[config.mk]
export PLATFORM = sky130hd
export DESIGN_NAME = id_ex_stage_flat
export DESIGN_NICKNAME = d
export VERILOG_FILES = /design/src/rtl/id_ex_stage_if.sv /design/src/rtl/id_ex_stage.sv /design/src/flat_wrapper.sv
export SDC_FILE = /design/constraint.sdc
export NUM_CORES = 1
export LEC_CHECK = 0
export ABC_CLOCK_PERIOD_IN_PS = 4100
export CORE_AREA = 4 4 120 122
export CTS_BUF_LIST = sky130_fd_sc_hd__clkbuf_4 sky130_fd_sc_hd__clkbuf_8
export DETAILED_ROUTE_END_ITERATION = 8
export DIE_AREA = 0 0 124 126
export GPL_TIMING_DRIVEN = 0
export MAX_ROUTING_LAYER = met4
export PLACE_DENSITY = 0.83
export SLEW_MARGIN = 25
export SYNTH_ARGS = -nofsm -noshare
export SYNTH_HDL_FRONTEND = slang
export SYNTH_SLANG_ARGS = --single-unit
[constraint.sdc]
create_clock -name clk -period 4.1 [get_ports clk]
set_clock_uncertainty 0.2 [all_clocks]
set_input_delay 0.82 -clock clk [delete_from_list [all_inputs] [get_ports clk]]
set_output_delay 0.82 -clock clk [all_outputs]
set_load 0.03 [all_outputs]
[src/rtl/id_ex_stage_if.sv]
// Decode/execute bundle shared by the ID/EX pipeline register and its neighbours.
// The master drives the decode side and observes EX; the slave is the pipeline register.
interface id_ex_stage_if #(
  parameter int DATA_W = 32,
  parameter int REG_AW = 5,
  parameter int CNT_W  = 16
);
  logic              id_regdst;
  logic              id_j;
  logic              id_beq;
  logic              id_bneq;
  logic              id_memread;
  logic              id_memtoreg;
  logic              id_memwrite;
  logic              id_regwrite;
  logic [1:0]        id_alu_src;
  logic [2:0]        id_alu_op;
  logic [DATA_W-1:0] id_pc4;
  logic [DATA_W-1:0] id_rs_data;
  logic [DATA_W-1:0] id_rt_data;
  logic [15:0]       id_imm;
  logic [REG_AW-1:0] id_rs;
  logic [REG_AW-1:0] id_rt;
  logic [REG_AW-1:0] id_rd;

  logic              stall;

  logic              ex_regdst;
  logic              ex_j;
  logic              ex_beq;
  logic              ex_bneq;
  logic              ex_memread;
  logic              ex_memtoreg;
  logic              ex_memwrite;
  logic              ex_regwrite;
  logic [1:0]        ex_alu_src;
  logic [2:0]        ex_alu_op;
  logic [DATA_W-1:0] ex_pc4;
  logic [DATA_W-1:0] ex_rs_data;
  logic [DATA_W-1:0] ex_rt_data;
  logic [DATA_W-1:0] ex_imm_ext;
  logic [REG_AW-1:0] ex_rs;
  logic [REG_AW-1:0] ex_rt;
  logic [REG_AW-1:0] ex_dst;
  logic              ex_valid;
  logic [CNT_W-1:0]  stall_count;

  modport master (
    output id_regdst, id_j, id_beq, id_bneq, id_memread, id_memtoreg, id_memwrite,
           id_regwrite, id_alu_src, id_alu_op, id_pc4, id_rs_data, id_rt_data,
           id_imm, id_rs, id_rt, id_rd,
    input  stall, ex_regdst, ex_j, ex_beq, ex_bneq, ex_memread, ex_memtoreg,
           ex_memwrite, ex_regwrite, ex_alu_src, ex_alu_op, ex_pc4, ex_rs_data,
           ex_rt_data, ex_imm_ext, ex_rs, ex_rt, ex_dst, ex_valid, stall_count
  );

  modport slave (
    input  id_regdst, id_j, id_beq, id_bneq, id_memread, id_memtoreg, id_memwrite,
           id_regwrite, id_alu_src, id_alu_op, id_pc4, id_rs_data, id_rt_data,
           id_imm, id_rs, id_rt, id_rd,
    output stall, ex_regdst, ex_j, ex_beq, ex_bneq, ex_memread, ex_memtoreg,
           ex_memwrite, ex_regwrite, ex_alu_src, ex_alu_op, ex_pc4, ex_rs_data,
           ex_rt_data, ex_imm_ext, ex_rs, ex_rt, ex_dst, ex_valid, stall_count
  );
endinterface

[src/rtl/id_ex_stage.sv]
// ID/EX pipeline register of the 5-stage MIPS core: immediate extension,
// load-use hazard detection and bubble insertion for stalls and flushes.
module id_ex_stage #(
  parameter int DATA_W = 32,
  parameter int REG_AW = 5,
  parameter int CNT_W  = 16
) (
  input logic         clk,
  input logic         reset,
  input logic         flush,
  id_ex_stage_if.slave bus
);

  localparam logic [CNT_W-1:0] CNT_MAX = {CNT_W{1'b1}};
  localparam logic [CNT_W-1:0] CNT_ONE = {{(CNT_W-1){1'b0}}, 1'b1};

  // alu_src 00 still sign-extends so branch offsets reach EX correctly
  function automatic logic [DATA_W-1:0] extend_imm(input logic [1:0] src, input logic [15:0] imm);
    logic [DATA_W-1:0] ext;
    case (src)
      2'b00, 2'b01: ext = {{(DATA_W-16){imm[15]}}, imm};
      2'b10:        ext = {{(DATA_W-16){1'b0}}, imm};
      default:      ext = {DATA_W{1'b0}};
    endcase
    return ext;
  endfunction

  logic             hazard_s;
  logic             stall_s;
  logic             load_bubble_s;
  logic [CNT_W-1:0] cnt_r;

  // Load-use hazard: a valid load in EX whose non-zero target is read by ID
  always_comb begin
    hazard_s = bus.ex_memread & bus.ex_valid & (bus.ex_rt != {REG_AW{1'b0}}) &
               ((bus.ex_rt == bus.id_rs) | (bus.ex_rt == bus.id_rt));
    if (reset) begin
      stall_s = 1'b0;
    end else begin
      stall_s = hazard_s;
    end
    load_bubble_s = flush | stall_s;
  end

  assign bus.stall       = stall_s;
  assign bus.stall_count = cnt_r;

  // Pipeline register: reset or bubble clears every field, otherwise capture ID
  always_ff @(posedge clk) begin
    if (reset || load_bubble_s) begin
      bus.ex_regdst   <= 1'b0;
      bus.ex_j        <= 1'b0;
      bus.ex_beq      <= 1'b0;
      bus.ex_bneq     <= 1'b0;
      bus.ex_memread  <= 1'b0;
      bus.ex_memtoreg <= 1'b0;
      bus.ex_memwrite <= 1'b0;
      bus.ex_regwrite <= 1'b0;
      bus.ex_alu_src  <= 2'b00;
      bus.ex_alu_op   <= 3'b000;
      bus.ex_pc4      <= {DATA_W{1'b0}};
      bus.ex_rs_data  <= {DATA_W{1'b0}};
      bus.ex_rt_data  <= {DATA_W{1'b0}};
      bus.ex_imm_ext  <= {DATA_W{1'b0}};
      bus.ex_rs       <= {REG_AW{1'b0}};
      bus.ex_rt       <= {REG_AW{1'b0}};
      bus.ex_dst      <= {REG_AW{1'b0}};
      bus.ex_valid    <= 1'b0;
    end else begin
      bus.ex_regdst   <= bus.id_regdst;
      bus.ex_j        <= bus.id_j;
      bus.ex_beq      <= bus.id_beq;
      bus.ex_bneq     <= bus.id_bneq;
      bus.ex_memread  <= bus.id_memread;
      bus.ex_memtoreg <= bus.id_memtoreg;
      bus.ex_memwrite <= bus.id_memwrite;
      bus.ex_regwrite <= bus.id_regwrite;
      bus.ex_alu_src  <= bus.id_alu_src;
      bus.ex_alu_op   <= bus.id_alu_op;
      bus.ex_pc4      <= bus.id_pc4;
      bus.ex_rs_data  <= bus.id_rs_data;
      bus.ex_rt_data  <= bus.id_rt_data;
      bus.ex_imm_ext  <= extend_imm(bus.id_alu_src, bus.id_imm);
      bus.ex_rs       <= bus.id_rs;
      bus.ex_rt       <= bus.id_rt;
      bus.ex_dst      <= bus.id_regdst ? bus.id_rd : bus.id_rt;
      bus.ex_valid    <= 1'b1;
    end
  end

  // Saturating stall counter; flushed stall cycles are not counted
  always_ff @(posedge clk) begin
    if (reset) begin
      cnt_r <= {CNT_W{1'b0}};
    end else if (stall_s && !flush && (cnt_r != CNT_MAX)) begin
      cnt_r <= cnt_r + CNT_ONE;
    end else begin
      cnt_r <= cnt_r;
    end
  end

endmodule

[src/flat_wrapper.sv]
// flat-port wrapper written by rule: the top's interface ports become plain ports
module id_ex_stage_flat 
#(
  parameter int DATA_W = 32,
  parameter int REG_AW = 5,
  parameter int CNT_W  = 16
)
  (clk, reset, flush, bus_id_regdst, bus_id_j, bus_id_beq, bus_id_bneq, bus_id_memread, bus_id_memtoreg, bus_id_memwrite, bus_id_regwrite, bus_id_alu_src, bus_id_alu_op, bus_id_pc4, bus_id_rs_data, bus_id_rt_data, bus_id_imm, bus_id_rs, bus_id_rt, bus_id_rd, bus_stall, bus_ex_regdst, bus_ex_j, bus_ex_beq, bus_ex_bneq, bus_ex_memread, bus_ex_memtoreg, bus_ex_memwrite, bus_ex_regwrite, bus_ex_alu_src, bus_ex_alu_op, bus_ex_pc4, bus_ex_rs_data, bus_ex_rt_data, bus_ex_imm_ext, bus_ex_rs, bus_ex_rt, bus_ex_dst, bus_ex_valid, bus_stall_count);
  id_ex_stage_if #(.DATA_W(DATA_W), .REG_AW(REG_AW), .CNT_W(CNT_W)) bus_i ();
  input logic clk;
  input logic reset;
  input logic flush;
  input wire logic [$bits(bus_i.id_regdst)-1:0] bus_id_regdst;
  input wire logic [$bits(bus_i.id_j)-1:0] bus_id_j;
  input wire logic [$bits(bus_i.id_beq)-1:0] bus_id_beq;
  input wire logic [$bits(bus_i.id_bneq)-1:0] bus_id_bneq;
  input wire logic [$bits(bus_i.id_memread)-1:0] bus_id_memread;
  input wire logic [$bits(bus_i.id_memtoreg)-1:0] bus_id_memtoreg;
  input wire logic [$bits(bus_i.id_memwrite)-1:0] bus_id_memwrite;
  input wire logic [$bits(bus_i.id_regwrite)-1:0] bus_id_regwrite;
  input wire logic [$bits(bus_i.id_alu_src)-1:0] bus_id_alu_src;
  input wire logic [$bits(bus_i.id_alu_op)-1:0] bus_id_alu_op;
  input wire logic [$bits(bus_i.id_pc4)-1:0] bus_id_pc4;
  input wire logic [$bits(bus_i.id_rs_data)-1:0] bus_id_rs_data;
  input wire logic [$bits(bus_i.id_rt_data)-1:0] bus_id_rt_data;
  input wire logic [$bits(bus_i.id_imm)-1:0] bus_id_imm;
  input wire logic [$bits(bus_i.id_rs)-1:0] bus_id_rs;
  input wire logic [$bits(bus_i.id_rt)-1:0] bus_id_rt;
  input wire logic [$bits(bus_i.id_rd)-1:0] bus_id_rd;
  output wire logic [$bits(bus_i.stall)-1:0] bus_stall;
  output wire logic [$bits(bus_i.ex_regdst)-1:0] bus_ex_regdst;
  output wire logic [$bits(bus_i.ex_j)-1:0] bus_ex_j;
  output wire logic [$bits(bus_i.ex_beq)-1:0] bus_ex_beq;
  output wire logic [$bits(bus_i.ex_bneq)-1:0] bus_ex_bneq;
  output wire logic [$bits(bus_i.ex_memread)-1:0] bus_ex_memread;
  output wire logic [$bits(bus_i.ex_memtoreg)-1:0] bus_ex_memtoreg;
  output wire logic [$bits(bus_i.ex_memwrite)-1:0] bus_ex_memwrite;
  output wire logic [$bits(bus_i.ex_regwrite)-1:0] bus_ex_regwrite;
  output wire logic [$bits(bus_i.ex_alu_src)-1:0] bus_ex_alu_src;
  output wire logic [$bits(bus_i.ex_alu_op)-1:0] bus_ex_alu_op;
  output wire logic [$bits(bus_i.ex_pc4)-1:0] bus_ex_pc4;
  output wire logic [$bits(bus_i.ex_rs_data)-1:0] bus_ex_rs_data;
  output wire logic [$bits(bus_i.ex_rt_data)-1:0] bus_ex_rt_data;
  output wire logic [$bits(bus_i.ex_imm_ext)-1:0] bus_ex_imm_ext;
  output wire logic [$bits(bus_i.ex_rs)-1:0] bus_ex_rs;
  output wire logic [$bits(bus_i.ex_rt)-1:0] bus_ex_rt;
  output wire logic [$bits(bus_i.ex_dst)-1:0] bus_ex_dst;
  output wire logic [$bits(bus_i.ex_valid)-1:0] bus_ex_valid;
  output wire logic [$bits(bus_i.stall_count)-1:0] bus_stall_count;
  assign bus_i.id_regdst = bus_id_regdst;
  assign bus_i.id_j = bus_id_j;
  assign bus_i.id_beq = bus_id_beq;
  assign bus_i.id_bneq = bus_id_bneq;
  assign bus_i.id_memread = bus_id_memread;
  assign bus_i.id_memtoreg = bus_id_memtoreg;
  assign bus_i.id_memwrite = bus_id_memwrite;
  assign bus_i.id_regwrite = bus_id_regwrite;
  assign bus_i.id_alu_src = bus_id_alu_src;
  assign bus_i.id_alu_op = bus_id_alu_op;
  assign bus_i.id_pc4 = bus_id_pc4;
  assign bus_i.id_rs_data = bus_id_rs_data;
  assign bus_i.id_rt_data = bus_id_rt_data;
  assign bus_i.id_imm = bus_id_imm;
  assign bus_i.id_rs = bus_id_rs;
  assign bus_i.id_rt = bus_id_rt;
  assign bus_i.id_rd = bus_id_rd;
  assign bus_stall = bus_i.stall;
  assign bus_ex_regdst = bus_i.ex_regdst;
  assign bus_ex_j = bus_i.ex_j;
  assign bus_ex_beq = bus_i.ex_beq;
  assign bus_ex_bneq = bus_i.ex_bneq;
  assign bus_ex_memread = bus_i.ex_memread;
  assign bus_ex_memtoreg = bus_i.ex_memtoreg;
  assign bus_ex_memwrite = bus_i.ex_memwrite;
  assign bus_ex_regwrite = bus_i.ex_regwrite;
  assign bus_ex_alu_src = bus_i.ex_alu_src;
  assign bus_ex_alu_op = bus_i.ex_alu_op;
  assign bus_ex_pc4 = bus_i.ex_pc4;
  assign bus_ex_rs_data = bus_i.ex_rs_data;
  assign bus_ex_rt_data = bus_i.ex_rt_data;
  assign bus_ex_imm_ext = bus_i.ex_imm_ext;
  assign bus_ex_rs = bus_i.ex_rs;
  assign bus_ex_rt = bus_i.ex_rt;
  assign bus_ex_dst = bus_i.ex_dst;
  assign bus_ex_valid = bus_i.ex_valid;
  assign bus_stall_count = bus_i.stall_count;
  id_ex_stage #(.DATA_W(DATA_W), .REG_AW(REG_AW), .CNT_W(CNT_W)) u_core (.clk(clk), .reset(reset), .flush(flush), .bus(bus_i));
endmodule
==> results.sh <==
export IMPL_min_path_type="flop to flop"
export IMPL_cts_tree="done"
export IMPL_cp_top_family="buffers and inverters"
export IMPL_globalplace_congestion=0.848
export IMPL_grt_pass1_vias=4607
export IMPL_clk_pin_slew_ns=0.08
export IMPL_drtPass1Iterations=4
export IMPL_diodes=0
export IMPL_fin_crit_sh=0.927
export IMPL_netlist_area_mm2=0.00510
export IMPL_cts_max_level=4
export IMPL_die_h_um=126
export IMPL_p_leak_nw=3.47
export IMPL_power_mw=3.21
export IMPL_yosysTopAreaCell="dfxtp_1"
export IMPL_drive_gt1_frac=0.0938
export IMPL_area_growth_pct=73.8
export IMPL_fin_cells=976
export IMPL_postCtsHoldBufs=0
export IMPL_antenna_found_initial=0
export IMPL_cts_sinks=158
export IMPL_path_class="input pin to output pin"
export IMPL_drc=0
export IMPL_synth_seq_cells=158
export IMPL_grt_max_degree=17
export IMPL_dp_cells=944
export IMPL_cp_required_ns=3.08
export IMPL_vdd_ir_drop_worst_mv=0.270
export IMPL_rsz0062_at_grt="false"
export IMPL_finalSetupViolCount=0
export IMPL_cp_num_cells=9
export IMPL_place_hpwl_um=13200
export IMPL_crit_buf_inv=5
export IMPL_synth_common_cells="dfxtp_1 (158), and2_1 (119), buf_4 (18), nor2_1 (18), and3_1 (16)"
export IMPL_cts_root_buf="clkbuf_8"
export IMPL_finalSetupTns_ns=0
export IMPL_async_reset_ff_frac=0
export IMPL_vias_per_cell=4.53
export IMPL_synth_warning_count=0
export IMPL_routed_wl_um=16400
export IMPL_synth_flop_cell="dfxtp_1"
export IMPL_path_cells="clkdlybuf4s50_1, xor2_1, nor3_1, a22oi_1, buf_4, buf_6, buf_4, nor2_1, clkbuf_2"
export IMPL_core_mm2=0.0132
export IMPL_synthDistinctLibCells=46
export IMPL_cap_viol_max_count=0
export IMPL_grt_pass1_wl_um=24500
export IMPL_synth_area_leaders="dfxtp_1 (62%), and2_1 (15%), buf_4 (2.7%)"
export IMPL_port_buffers=315
export IMPL_dp_slack_ns=-0.163
export IMPL_die_area_mm2=0.0156
export IMPL_critPathArrivalTime_ns=2.78
export IMPL_core_rowCount=42
export IMPL_avgSynthCellArea_um2=11.3
export IMPL_die_w_um=124
export IMPL_hold_depth=2
export IMPL_clk_latency_ns=0.44
export IMPL_crit_path_frequent_cell="buf_4"
export IMPL_yosysMostFrequentCell="dfxtp_1"
export IMPL_hold_violations=0
export IMPL_synthCells=453
export IMPL_r2r_cells=6
export IMPL_relSlewSlack=0.515
export IMPL_cts_max_path_buffers=2
export IMPL_cts_made_buffers=17
export IMPL_slew_violations=0
export IMPL_powerDensity_mw_per_mm2=363
export IMPL_status="finished, final reports clean"
export IMPL_setup_slack_ns=0.299
export IMPL_ant_nets=0
export IMPL_wire_per_inst_um=16.8
export IMPL_drtIter0Drc=360
export IMPL_worst_hold_slack_ns=0.336
export IMPL_critical_path_max_stage_delay_ns=0.48
export IMPL_startpoint_type="input pin"
export IMPL_final_nets=931
export IMPL_dr_total_vias=4420
export IMPL_worst_path_max_fanout=10
export IMPL_start_util=0.386
export IMPL_max_freq_mhz=263
export IMPL_cp_end_kind="output pin"
export IMPL_synth_edf_count=0
export IMPL_synthesis_nets=597
export IMPL_crit_slowest_cell="clkdlybuf4s50_1"
export IMPL_post_route_min_period_ns=3.80
export IMPL_overflow=0
export IMPL_yosysSeqAreaShare=0.621
export IMPL_cts_setup_buffers=0
export IMPL_io_pins=317
export IMPL_grtUsageTotal=0.215
export IMPL_worst_slew_pin_slew_ns=0.721
export IMPL_synth_top_cell_area_share=0.621
==> through the flow <==
stage	area [µm²]	util
final	8860	0.672
after global routing	8860	0.672
after CTS	8860	0.672
after detailed placement	8470	0.642
after global placement	8470	0.642
after floorplan	5100	-
==> worst register-to-register path: stages (launching register included) <==
cell and delay, ns:
dfxtp_1 0.35, nor4_1 0.66, a21o_1 0.27, o21ai_2 0.18, inv_4 0.19, clkbuf_1 0.37, and2_1 0.20
==> cell type report <==
type | instances | area [µm²]
clock buffers | 21 | 283
fillers | 979 | 4330
inverters | 5 | 21.3
well taps | 176 | 220
multi-input cells | 252 | 1670
repair buffers | 315 | 3150
clock inverters | 11 | 109
flip-flops and latches | 158 | 3160
plain buffers | 38 | 248
==> placed cells by master (no fill, tap or decap), types with 6 or more instances in the layout <==
cell type	n
a21oi_1	9
nand2_1	9
xor2_1	10
clkdlybuf4s50_1	314
nor2_1	18
o31ai_1	6
buf_4	18
and2_1	119
or4_1	6
dfxtp_1	158
clkbuf_1	11
and3_1	16
clkbuf_8	20
==> final timing paths <==
check                                                 end  slack (ns)                                    start
setup / recovery                                bus_stall        0.30                             bus_id_rt[3]
hold / removal    u_core.bus.stall_count[15]$_SDFFE_PP0P_        0.34  u_core.bus.stall_count[15]$_SDFFE_PP0P_
setup reg to reg          u_core.bus.ex_pc4[2]$_SDFF_PP0_        1.62           u_core.bus.ex_rt[0]$_SDFF_PP0_
hold reg to reg   u_core.bus.stall_count[15]$_SDFFE_PP0P_        0.34  u_core.bus.stall_count[15]$_SDFFE_PP0P_
==> per-layer routing <==
layer / wire length [µm] / GRT usage / vias to the layer above / part of all wire
met5: 0 / - / - / 0
met2: 8930 / 0.392 / 199 / 0.54
met3: 1250 / 0.0628 / 23 / 0.076
met4: 264 / 0.0638 / 0 / 0.016
met1: 5970 / 0.220 / 2053 / 0.36
li1: - / - / 2145 / -
==> kinds of logic (layout without fill, tap and decap cells) <==
logic type,Yosys count,after routing,synth area share
muxes,10,10,0.0238
and+or+nand+nor,203,203,0.245
adders and majority gates,1,1,0.00245
buffers and inverters,43,390,0.0528
DFF,158,158,0.621
xor gates and xnor gates,10,10,0.0172
AOI/OAI and AO/OA,28,28,0.0378
==> where the power goes <==
| part | switching, mW | total (mW) | internal (mW) |
|---|---|---|---|
| clock | 0.584 | 1.12 | 0.541 |
| combinational | 0.224 | 0.481 | 0.257 |
| sequential | 0.0184 | 1.61 | 1.59 |
| total | 0.826 | 3.21 | 2.39 |
==> flip-flops by register name (all words and copies together), names as in the netlist, 2 cells and up <==
| signal | count |
|---|---|
| u_core.bus.ex_rs_data | 32 |
| u_core.bus.ex_pc4 | 32 |
| u_core.bus.ex_rt_data | 32 |
| u_core.bus.ex_alu_op | 3 |
| u_core.bus.ex_rt | 5 |
| u_core.bus.ex_alu_src | 2 |
| u_core.bus.ex_rs | 5 |
| u_core.bus.ex_dst | 5 |
| u_core.bus.ex_imm_ext | 17 |
| u_core.bus.stall_count | 16 |
==> timing repair <==
action | 4_1_cts | 5_1_grt
setup endpoints to repair | 1 | 1
cloned | 0 | 0
resized for setup | 1 | 2
pin swaps | 0 | 0
Power figures use the tool's default switching activity.
